===== config.mk =====
export PLATFORM = sky130hd
export DESIGN_NAME = bcd_dabble
export DESIGN_NICKNAME = d
export VERILOG_FILES = /design/src/rtl/bcd_pkg.sv /design/src/rtl/bcd_digit_adj.sv /design/src/rtl/bcd_dabble.sv
export SDC_FILE = /design/constraint.sdc
export NUM_CORES = 1
export LEC_CHECK = 0
export BUFFER_PORTS_ARGS = -buffer_cell sky130_fd_sc_hd__buf_2
export CORE_UTILIZATION = 45
export DETAILED_ROUTE_END_ITERATION = 8
export HOLD_SLACK_MARGIN = 0.03
export PLACE_DENSITY = 0.67
export SYNTH_ARGS = -nofsm -noshare
export SYNTH_HDL_FRONTEND = slang
export SYNTH_SLANG_ARGS = --single-unit
export TNS_END_PERCENT = 100

===== constraint.sdc =====
create_clock -name iCLK -period 4.4 [get_ports iCLK]
set_clock_uncertainty 0.15 [all_clocks]
set_input_delay 0.88 -clock iCLK [delete_from_list [all_inputs] [get_ports iCLK]]
set_output_delay 0.88 -clock iCLK [all_outputs]
set_load 0.01 [all_outputs]

===== src/rtl/bcd_pkg.sv =====
// Shared types and constants for the binary-to-BCD display converter.
package bcd_pkg;

    // Conversion sequencer states
    typedef enum logic [1:0] {
        IDLE  = 2'd0,
        SHIFT = 2'd1,
        DONE  = 2'd2
    } state_t;

    // Default geometry: 20-bit binary input, six packed BCD digits out
    localparam int WIDTH_DEF  = 20;
    localparam int DIGITS_DEF = 6;

    // Iteration counter width; must hold 0..WIDTH_DEF
    localparam int CNT_W = 5;

    // Values above DEC_MAX do not fit six digits and are shown as all nines
    localparam logic [23:0] BCD_SAT = 24'h999999;
    localparam int unsigned DEC_MAX = 999999;

endpackage


===== src/rtl/bcd_digit_adj.sv =====
// Single-digit double-dabble correction: add 3 when the digit is 5 or more,
// so that the following left shift carries correctly into the next decade.
module bcd_digit_adj (
    input  logic [3:0] i_digit,
    output logic [3:0] o_digit
);

    // Correction is purely 4-bit; no carry ever leaves the digit
    always_comb begin
        o_digit = i_digit;
        if (i_digit >= 4'd5) begin
            o_digit = i_digit + 4'd3;
        end
    end

endmodule


===== src/rtl/bcd_dabble.sv =====
// Iterative binary-to-BCD converter for the scanned seven-segment driver.
// One shift-and-add-3 step per clock; the registered result is only
// replaced when a conversion completes, and saturates at 999999.
module bcd_dabble
    import bcd_pkg::*;
#(
    parameter int WIDTH  = WIDTH_DEF,
    parameter int DIGITS = DIGITS_DEF
) (
    input  logic                  iCLK,
    input  logic                  iRST_N,
    input  logic                  iStart,
    input  logic [WIDTH-1:0]      iDec,
    output logic [4*DIGITS-1:0]   oBcd,
    output logic                  oBusy,
    output logic                  oDone,
    output logic                  oOvf
);

    localparam int BCD_W  = 4 * DIGITS;
    localparam int WORK_W = BCD_W + WIDTH;

    state_t               r_state;
    logic [WORK_W-1:0]    r_work;
    logic [CNT_W-1:0]     r_cnt;
    logic                 r_ovfPend;
    logic [BCD_W-1:0]     r_bcd;
    logic                 r_ovf;
    logic                 r_done;
    logic                 r_busy;

    state_t               w_stateNext;
    logic [WORK_W-1:0]    w_workNext;
    logic [CNT_W-1:0]     w_cntNext;
    logic                 w_ovfPendNext;
    logic [BCD_W-1:0]     w_bcdNext;
    logic                 w_ovfNext;
    logic                 w_doneNext;
    logic                 w_busyNext;

    logic [BCD_W-1:0]     w_adj;
    logic [WORK_W-1:0]    w_workAdj;

    // One corrector per BCD digit of the working register's upper field
    genvar k;
    generate
        for (k = 0; k < DIGITS; k++) begin : g_adj
            bcd_digit_adj u_adj (
                .i_digit (r_work[WIDTH + 4*k +: 4]),
                .o_digit (w_adj[4*k +: 4])
            );
        end
    endgenerate

    assign w_workAdj = {w_adj, r_work[WIDTH-1:0]};

    // Next-state and next-register values; everything holds unless a state acts on it
    always_comb begin
        w_stateNext   = r_state;
        w_workNext    = r_work;
        w_cntNext     = r_cnt;
        w_ovfPendNext = r_ovfPend;
        w_bcdNext     = r_bcd;
        w_ovfNext     = r_ovf;
        w_doneNext    = 1'b0;
        case (r_state)
            IDLE: begin
                if (iStart) begin
                    w_workNext    = {{BCD_W{1'b0}}, iDec};
                    w_cntNext     = '0;
                    w_ovfPendNext = (32'(iDec) > DEC_MAX);
                    w_stateNext   = SHIFT;
                end
            end
            SHIFT: begin
                w_workNext = w_workAdj << 1;
                w_cntNext  = r_cnt + CNT_W'(1);
                if (r_cnt == CNT_W'(WIDTH - 1)) begin
                    w_stateNext = DONE;
                end
            end
            DONE: begin
                w_bcdNext   = r_ovfPend ? BCD_W'(BCD_SAT) : r_work[WORK_W-1:WIDTH];
                w_ovfNext   = r_ovfPend;
                w_doneNext  = 1'b1;
                w_stateNext = IDLE;
            end
            default: begin
                w_stateNext = IDLE;
            end
        endcase
        w_busyNext = (w_stateNext != IDLE);
    end

    // State and datapath registers; synchronous active-low reset aborts any conversion
    always_ff @(posedge iCLK) begin
        if (!iRST_N) begin
            r_state   <= IDLE;
            r_work    <= '0;
            r_cnt     <= '0;
            r_ovfPend <= 1'b0;
            r_bcd     <= '0;
            r_ovf     <= 1'b0;
            r_done    <= 1'b0;
            r_busy    <= 1'b0;
        end else begin
            r_state   <= w_stateNext;
            r_work    <= w_workNext;
            r_cnt     <= w_cntNext;
            r_ovfPend <= w_ovfPendNext;
            r_bcd     <= w_bcdNext;
            r_ovf     <= w_ovfNext;
            r_done    <= w_doneNext;
            r_busy    <= w_busyNext;
        end
    end

    assign oBcd  = r_bcd;
    assign oOvf  = r_ovf;
    assign oDone = r_done;
    assign oBusy = r_busy;

endmodule


* Yosys cells after proc, flatten, opt, wreduce, memory -nomap -nowiden
Cells that the tools add are included.
** Operators by class
- Add/subtract/negate cells :: 7
- $mul :: 0
- Shifts and indexed selects :: 0
- Mux-type cells :: 15
- Reduce and logical (&&, ||, !) cells :: 5
- Bitwise logic cells :: 0
- Div/mod/pow operators :: 0
- Equality and inequality tests :: 4
- Magnitude comparators :: 7
** Operators by type and width (count)
- case mux 44 bit (2 select lines) :: 1
- two-way mux 44 bit :: 1
- greater-or-equal comparator 4 x 3 -> 1 bit, second input constant :: 6
- two-way mux 24 bit :: 1
- adder 4 x 2 -> 4 bit, second input constant :: 5
- > comparator 20 bit, second input constant :: 1
- two-way mux 4 bit :: 5
- case mux 5 bit (2 select lines) :: 1
- adder 5 x 1 -> 5 bit, second input constant :: 1
- equality test 5 bit, second input constant :: 1
- two-way mux 5 bit :: 1
- two-way mux 2 bit :: 2
- case mux 2 bit (2 select lines) :: 1
- AND reduction 2 bit :: 2
- nonzero test 2 bit :: 2
- adder 3 x 2 -> 3 bit, second input constant :: 1
- two-way mux 3 bit :: 1
- equality test 2 x 1 -> 1 bit, second input constant :: 1
- equality test 2 bit, second input constant :: 1
- logical NOT 2 bit :: 1
- != test 2 bit, second input constant :: 1
- two-way mux 1 bit :: 1
** Word-level totals
- Register bits :: 79
- ROM bits :: 0
- Bits in latches :: 0
- Output and inout bits :: 27
- Memories kept :: 0
- RAM bits :: 0
- Logic and storage cells :: 46
- Input port bits :: 23

* Logic depth before layout (Yosys ltp)
Gate-level depths: netlist of the first run.
- Depth in word-level cells :: 4
- Mapped depth :: 7
- Depth with buffers taken out :: 6

* By module
Synthesis of the first run repeated with hierarchy kept, for this count alone.
** Unflattened totals
- Cells, all modules :: 406
- Area total of the unflattened synthesis :: 3632.2 um^2
** Modules (own cells, without submodules)
- bcd_dabble :: cells an instance 310, area an instance 3024.2 um^2, instances 1
- bcd_digit_adj :: cells an instance 16, area an instance 101.3 um^2, instances 6

* Worst setup path before layout of the first run
Ideal clock, no wire load.
- Path kind :: input to register
- Start point :: input port iDec[15]
- End point :: register r_ovfPend
- Path slack :: 2407 ps
- Stages on the path :: 3
- Buffers on the path :: 0
- Data arrival time :: 1716 ps
- Cells stage by stage :: or4_1 > o311ai_1 > o21ai_1
** On the way
- Longest elaborated chain between the ends :: 1
** Ends and longest elaborated chain
- start, declared :: line bcd_dabble.sv:13 : input logic [WIDTH-1:0] iDec,
- > comparator 20 bit :: line bcd_dabble.sv:71 : w_ovfPendNext = (32'(iDec) > DEC_MAX);
- end signal, assigned :: line bcd_dabble.sv:110 : r_ovfPend <= w_ovfPendNext;
- end, declared :: line bcd_dabble.sv:26 : logic r_ovfPend;
Every way passes these cells.
A chain may end at the register's enable or synchronous reset.

* Final worst setup path of the first run
- Start point :: input port iStart
- End point :: register r_cnt[2]
** On the way
- Longest elaborated chain between the ends :: 2
** Ends and longest elaborated chain
- start, declared :: line bcd_dabble.sv:12 : input logic iStart,
- != test 2 bit (no line)
- AND reduction 2 bit (no line)
- end signal, assigned :: line bcd_dabble.sv:109 : r_cnt <= w_cntNext;
- end, declared :: line bcd_dabble.sv:25 : logic [CNT_W-1:0] r_cnt;
Every way passes these cells.

==> results of run 1 <==
## worst max-delay path, delay by kind of cell
| kind | cells | cell delay, ns |
|---|---|---|
| AO/OA/AOI/OAI | 1 | 0.18 |
| buffers and inverters | 1 | 0.10 |
| AND/OR/NAND/NOR | 3 | 1.11 |
## layout make-up
| class | count | area, um2 |
|---|---|---|
| sequential | 79 | 1580 |
| fill | 713 | 3440 |
| multi-input combinational | 281 | 1740 |
| tap | 99 | 124 |
| inverter | 14 | 52.6 |
| timing repair buffer | 51 | 260 |
| clock buffer | 13 | 169 |
| clock inverter | 3 | 40.0 |
## through the flow
| stage | cells | hold slack (ns) |
|---|---|---|
| floorplan | 403 | 0.274 |
| global placement | 524 | 0.286 |
| detailed placement | 524 | 0.293 |
| CTS | 540 | 0.302 |
| global route | 540 | 0.334 |
| finish | 540 | 0.299 |
## Yosys cell counts (3+ instances only)
cell type                   n  area share
sky130_fd_sc_hd__dfxtp_1   79        0.45
sky130_fd_sc_hd__o21ai_0   46       0.065
sky130_fd_sc_hd__nand2_1   33       0.035
sky130_fd_sc_hd__a21oi_1   26       0.037
sky130_fd_sc_hd__o22ai_1   19       0.034
sky130_fd_sc_hd__nor3_1    18       0.025
sky130_fd_sc_hd__a21boi_0  16       0.034
sky130_fd_sc_hd__nor2_1    16       0.017
sky130_fd_sc_hd__clkbuf_1  14       0.015
sky130_fd_sc_hd__ha_1      13       0.046
sky130_fd_sc_hd__inv_1     12       0.013
sky130_fd_sc_hd__nor3b_1   12       0.025
sky130_fd_sc_hd__nand2b_1   7       0.012
sky130_fd_sc_hd__buf_4      6       0.013
sky130_fd_sc_hd__mux2_2     6       0.019
sky130_fd_sc_hd__nand3_1    6      0.0085
sky130_fd_sc_hd__nand3b_1   6       0.013
sky130_fd_sc_hd__or3_1      6       0.011
sky130_fd_sc_hd__xnor2_1    6       0.015
sky130_fd_sc_hd__and2_1     5      0.0088
sky130_fd_sc_hd__o31ai_1    5       0.011
sky130_fd_sc_hd__xor2_1     5       0.012
sky130_fd_sc_hd__a21boi_1   4      0.0085
sky130_fd_sc_hd__buf_2      4      0.0057
sky130_fd_sc_hd__a22oi_1    3      0.0064
sky130_fd_sc_hd__buf_6      3      0.0095
sky130_fd_sc_hd__nand4_1    3      0.0053
sky130_fd_sc_hd__nor2b_1    3      0.0053
## final timing paths
path                   end  slack (ns)  cells after the start
setup / recovery  r_cnt[2]        2.21                      5
hold / removal    oBcd[21]        0.30                      2
hold reg to reg   oBcd[21]        0.30                      2
setup reg to reg  r_cnt[2]        2.31                      4
## cell families (layout without fill, tap and decap cells)
group,Yosys count,in the layout,share of synthesized area
flip-flops,79,79,0.447
AND/OR/NAND/NOR,125,125,0.189
buffers and inverters,43,81,0.0605
multiplexers,8,8,0.0248
adder cells (fa/ha/maj),13,13,0.0460
XOR/XNOR,11,11,0.0272
AO/OA/AOI/OAI,124,124,0.206
## registers in the layout, summed over array words and instances, names as in the netlist
| name | count |
|---|---|
| oBcd | 24 |
| oBusy | 1 |
| oDone | 1 |
| oOvf | 1 |
| r_cnt | 5 |
| r_ovfPend | 1 |
| r_state | 2 |
| r_work | 44 |
## power by group through the flow
stage,registers [mW],logic [mW],clock network [mW]
2_1_floorplan,0.757,0.0658,0
3_3_place_gp,0.761,0.0843,0
3_5_place_dp,0.761,0.0860,0
4_1_cts,0.745,0.0862,0.572
5_1_grt,0.748,0.0965,0.609
6_report,0.745,0.0861,0.556
## routing by layer
| metal | track usage | vias up | routed length (um) |
|---|---|---|---|
| met1 | 0.242 | 1375 | 3550 |
| met2 | 0.327 | 49 | 3560 |
| met4 | 0.0699 | 0 | 62 |
| met5 | 0 | - | 0 |
| met3 | 0.0463 | 4 | 289 |
| li1 | - | 1483 | - |
## placed cells by master, fill, tap and decap left out, drive strengths merged, types with 8 or more instances in the layout
| cell type | n |
|---|---|
| a21oi | 26 |
| o21ai | 47 |
| ha | 13 |
| nor3b | 12 |
| clkbuf | 13 |
| nor3 | 18 |
| a21boi | 20 |
| nand2b | 8 |
| nand2 | 35 |
| buf | 51 |
| o22ai | 19 |
| dfxtp | 79 |
| inv | 14 |
| nor2 | 17 |
==> results_dict.tcl, run 1 <==
set metrics [dict create \
    placed_cell_area_mm2 0.00376 \
    fp-row-count 31 \
    grtUsageTotal 0.195 \
    cts_root_buffer "sky130_fd_sc_hd__clkbuf_8" \
    count_of_flip_flops_with_a_built_in_enable_after_synthesis 0 \
    setup_repair_after_global_routing_missed_its_margin "false" \
    final.min_clock_period_ns 2.19 \
    min-delay-path-class "reg2reg" \
    dp.final_hpwl_mm 4.81 \
    worst_slew_margin_rel 0.261 \
    share_of_async_settable_or_async_resettable_flops_after_synthesis 0 \
    globalRouteOverflowTotal 0 \
    synthesis.yosys.warnings 0 \
    drive_above_1_share 0.179 \
    insertion_delay_ns 0.35 \
    firstDrtPassIters 5 \
    core_area_mm2 0.00741 \
    viasPerCell 5.39 \
    total_power_mw 1.39 \
    flow.area_growth_from_synthesis_pct 12.2 \
    cts_max_level 3 \
    num_antenna_cells 0 \
    gp_congestion 0.754 \
    power_per_cell_area_mw_per_mm2 349 \
    die_boundary_height_um 90.7 \
    antenna_found_initial 0 \
    postSynth.topFlopCell "sky130_fd_sc_hd__dfxtp_1" \
    design_internal_power_mw 1.08 \
    wirelength_mm 7.46 \
    cap_violations 0 \
    worstSetupStartpointType "input pin" \
    inserted_clock_buffers 9 \
    highest_cell_delay_on_the_worst_timing_path_ns 0.84 \
    path_common_cell "sky130_fd_sc_hd__nor2_1" \
    tritoncts_sink_count 79 \
    clockPowerShare 0.401 \
    worstSetupEndpointType "register" \
    reg2reg_launch_point "r_state[0]" \
    dr.first_iter.drc_count 123 \
    maximum_number_of_pins_on_one_net_before_global_route_repair 37 \
    detailedPlace.worstSlack_ns 1.85 \
    design_area_final_mm2 0.00397 \
    drc 0 \
    timing.setup.critical_path_class "in2reg" \
    routedWlPerCell_um 13.8 \
    grt_pass1_wl_mm 12.9 \
    cts.hold.buffers_added 0 \
    final_hold_viol_count 0 \
    grt_pass1_vias 2842 \
    finalCritPeriodShare 0.497 \
    detailroute.via_count 2911 \
    setup_viol 0 \
    crit_start "iStart" \
    antenna_violating_nets_post_route 0 \
    run_status "completed" \
    standard_cell_with_the_maximum_stage_delay_on_the_critical_path "sky130_fd_sc_hd__nor2_1" \
    timing_max_transition_violations_final 0 \
    crit_path_cell_chain "buf_2 -> nor2_1 -> nor2_1 -> o211ai_1 -> and3b_1" \
    synth_seq_cells 79 \
    final_core_utilization 0.536 \
    die_area_mm2 0.00822 \
    netSwitchingFraction 0.225 \
    cts_post_setup_buffers_inserted 0 \
    die_w_um 90.7 \
    cp_max_fo 21 \
    max_slew.worst_pin.slew_ns 1.11 \
    number_of_nets_in_the_layout 472 \
    seq_area_frac_synth 0.447 \
    top_level_port_count 50 \
    post_synth_num_cell_types 44 \
    switching_power_uw 312 \
    power_frac_seq 0.537 \
    syn-cell-area_mm2 0.00354 \
    timing.final.ws_setup_ns 2.21 \
    floorplan.initialDensity 0.478 \
    clock_tree.buffer_depth 2 \
    comb_power_share 0.062 \
    timing.hold.worst.start "oBcd[21]" \
    required_ns 4.49 \
    port_buffers 49 \
    ir_worst_vdd_mv 0.160 \
    synthesis.instances 403 \
    cts_tree "done" \
    synth_area_per_cell_um2 8.78 \
    cts.clk_slew.worst_paths_ns 0.08 \
    critPathArrivalTime_ns 2.28 \
    finalSetupTns_ns 0 \
    post_cts_resized 0 \
    syn_nets 439 \
    power_leakage_nw 1.51 \
    achievable-frequency_ghz 0.457 \
]
No activity file was read; power rests on OpenSTA's default activity.
==> run 2: changes to the inputs <==
Settings changed: ABC_AREA set to 1.
Clock period 4.4 ns to 2.2 ns, I/O delays scaled along.
==> run 2 against run 1 <==
Cell count rose by 22%; highest routed layer unchanged; hold slack got worse by 0.11 ns; die area rose by 4.4%; wire length rose by 14%; flip-flop and latch count did not move; clock power rose by 110%; sequential power rose by 97%; power rose by 100%; setup slack got worse by 1.6 ns; synthesized cell count rose by 27%.
==> results_dict.tcl, run 2 <==
set metrics [dict create \
    timing.setup.critical_path_class "reg2reg" \
    die_area_mm2 0.00858 \
    syn_nets 546 \
    mostFrequentLayoutCells "sky130_fd_sc_hd__nand2_1, sky130_fd_sc_hd__dfxtp_1, sky130_fd_sc_hd__a21oi_1" \
    num_antenna_cells 0 \
    min-delay-path-class "in2reg" \
    core_area_mm2 0.00785 \
    die_w_um 92.6 \
    synth.mux.area_fraction 0 \
    worst_slew_margin_rel 0.665 \
    detailedPlace.worstSlack_ns 0.590 \
    grtUsageTotal 0.217 \
    rrSetupSlack_ns 0.58 \
    port_buffers 49 \
    total_power_mw 2.82 \
    tritoncts_sink_count 79 \
    cts.hold.buffers_added 0 \
    final_core_utilization 0.531 \
    critPathArrivalTime_ns 1.75 \
    viasPerCell 5.13 \
    fp-row-count 32 \
    post_synth_num_cell_types 29 \
    antenna_violating_nets_post_route 0 \
    path_common_cell "sky130_fd_sc_hd__nor2_1" \
    netSwitchingFraction 0.238 \
    crit_path_cell_chain "inv_1 -> ha_1 -> inv_1 -> nand2_1 -> nand3_1 -> nand2_1 -> nor2_1 -> nor2_1 -> nor2_1" \
    reg2reg_launch_point "r_work[20]" \
    design_internal_power_mw 2.15 \
    hold_end "r_work[0]" \
    detailroute.via_count 3393 \
    globalRouteOverflowTotal 0 \
    maximum_number_of_pins_on_one_net_before_global_route_repair 45 \
    cts_post_setup_buffers_inserted 0 \
    timing.rr.end "r_work[24]" \
    cts.clk_slew.worst_paths_ns 0.08 \
    run_status "completed" \
    fillerInstances 805 \
    postSynth.topFlopCell "sky130_fd_sc_hd__dfxtp_1" \
    die_boundary_height_um 92.6 \
    drive_above_1_share 0.147 \
    synth.most_common_cell "sky130_fd_sc_hd__nand2_1" \
    achievable-frequency_ghz 0.619 \
    worstSetupStartpointType "register" \
    highest_cell_delay_on_the_worst_timing_path_ns 0.46 \
    clockPowerShare 0.417 \
    clock_tree.buffer_depth 2 \
    max_slew.worst_pin.slew_ns 0.502 \
    share_of_async_settable_or_async_resettable_flops_after_synthesis 0 \
    synth_area_leaders "sky130_fd_sc_hd__dfxtp_1, sky130_fd_sc_hd__nand2_1, sky130_fd_sc_hd__a21oi_1" \
    yosys.area_share.xor_xnor 0 \
    wirelength_mm 8.47 \
    routedWlPerCell_um 12.8 \
    grt_pass1_wl_mm 14.9 \
    synth_area_per_cell_um2 7.25 \
    finalCritPeriodShare 0.734 \
    antenna_found_initial 0 \
    synth-adder-area-share 0.0440 \
    count_of_flip_flops_with_a_built_in_enable_after_synthesis 0 \
    min_path_cells 3 \
    synthDominantCellAreaShare 0.428 \
    worstSetupEndpointType "register" \
    timing.hold.worst.start "iDec[0]" \
    synth_simple_gate_area_share 0.293 \
    cap_violations 0 \
    final_common_cell "sky130_fd_sc_hd__nand2_1" \
    fraction_of_the_mapped_netlist_area_in_compound_gates 0.143 \
    synthesis.yosys.warnings 0 \
    post-synth-top-area-cell "sky130_fd_sc_hd__dfxtp_1" \
    placed_cell_area_mm2 0.00396 \
    setup_viol 0 \
    floorplan.initialDensity 0.471 \
    dp.final_hpwl_mm 5.60 \
    number_of_nets_in_the_layout 590 \
    synthesis.instances 510 \
    largest_reg_flops 44 \
    final.min_clock_period_ns 1.62 \
    timing_max_transition_violations_final 0 \
    reg2regPathDepth 9 \
    dominant_combinational_cell_family_by_area_after_synthesis "simple AND/OR/NAND/NOR gates" \
    cp_max_fo 6 \
    finalSetupTns_ns 0 \
    cts_root_buffer "sky130_fd_sc_hd__clkbuf_8" \
    standard_cell_with_the_maximum_stage_delay_on_the_critical_path "sky130_fd_sc_hd__dfxtp_1" \
    synth_seq_cells 79 \
    comb_power_share 0.061 \
    top_level_port_count 50 \
    inserted_clock_buffers 9 \
    synth_top_cells_by_count "sky130_fd_sc_hd__nand2_1, sky130_fd_sc_hd__dfxtp_1, sky130_fd_sc_hd__a21oi_1" \
    cts_max_level 3 \
    cts_tree "done" \
    ir_worst_vdd_mv 0.346 \
    post_cts_resized 0 \
    final_hold_viol_count 0 \
    setup_repair_after_global_routing_missed_its_margin "false" \
    power_per_cell_area_mw_per_mm2 677 \
    required_ns 2.34 \
    switching_power_uw 672 \
    registers.top_by_ff_count "r_work" \
    gp_congestion 0.862 \
    insertion_delay_ns 0.35 \
    syn-cell-area_mm2 0.00370 \
    power_frac_seq 0.522 \
    power_leakage_nw 1.80 \
    firstDrtPassIters 4 \
    flow.area_growth_from_synthesis_pct 12.8 \
    dr.first_iter.drc_count 185 \
    seq_area_frac_synth 0.428 \
    timing.final.ws_setup_ns 0.585 \
    design_area_final_mm2 0.00417 \
    grt_pass1_vias 3349 \
    drc 0 \
]
[run 2: changes by cell type after synthesis, sizes merged, moves of 10 or more]
cell and change:
nor3 -17, o22ai -19, a21oi +24, nand2 +123, inv +32, o21ai -25, nand4 +10, a21boi -20
nor2 +26, clkbuf -11, nand3 +32, nor3b -12
[run 2: power by group through the flow]
stage	Combinational, mW	Clock, mW	Sequential, mW
after floorplan	0.135	0	1.50
after global placement	0.171	0	1.51
after detailed placement	0.174	0	1.51
after CTS	0.175	1.20	1.47
after global routing	0.197	1.26	1.48
final	0.172	1.18	1.47
[run 2: layout make-up]
| type | count | area, um2 | share of cell area |
|---|---|---|---|
| Inverter | 46 | 180 | 0.0432 |
| Multi-Input combinational cell | 363 | 1780 | 0.426 |
| Clock inverter | 5 | 82.6 | 0.0198 |
| Tap cell | 102 | 128 | 0.0306 |
| Timing Repair Buffer | 55 | 290 | 0.0696 |
| Sequential cell | 79 | 1580 | 0.379 |
| Clock buffer | 11 | 131 | 0.0315 |
[run 2: worst max path at each step]
stage | end | slack, ns | depth (start not counted) | start
3_5_place_dp | r_work[6] | 0.59 | 8 | iStart
3_3_place_gp | r_work[40] | 0.62 | 4 | iRST_N
2_1_floorplan | r_work[24] | 0.87 | 9 | r_work[20]
4_1_cts | r_cnt[4] | 0.60 | 5 | r_state[0]
5_1_grt | r_cnt[3] | 0.39 | 5 | r_state[0]
6_report | r_work[24] | 0.58 | 9 | r_work[20]
[run 2: worst max-delay path, delay by kind of cell (launching register included)]
kind	cells	cell delay, ns
simple gates	6	0.53
buf+inv	2	0.17
fa+ha+maj	1	0.23
flops	1	0.46
[run 2: kinds of logic after synthesis]
kind of cell	after synthesis
flops	79
buf+inv	68
simple gates	255
compound gates	95
fa+ha+maj	13
[run 2: layer usage]
layer	GRT usage	vias to the layer above	wire length, um
li1	-	1757	-
met1	0.266	1550	4060
met2	0.373	77	3990
met3	0.0452	9	308
met4	0.0821	0	115
met5	0	-	0
[run 2: per-stage QoR]
step | hold WS, ns | instances
4_1_cts | 0.188 | 661
5_1_grt | 0.208 | 661
3_5_place_dp | 0.303 | 645
6_report | 0.193 | 661
3_3_place_gp | 0.300 | 645
2_1_floorplan | 0.289 | 510
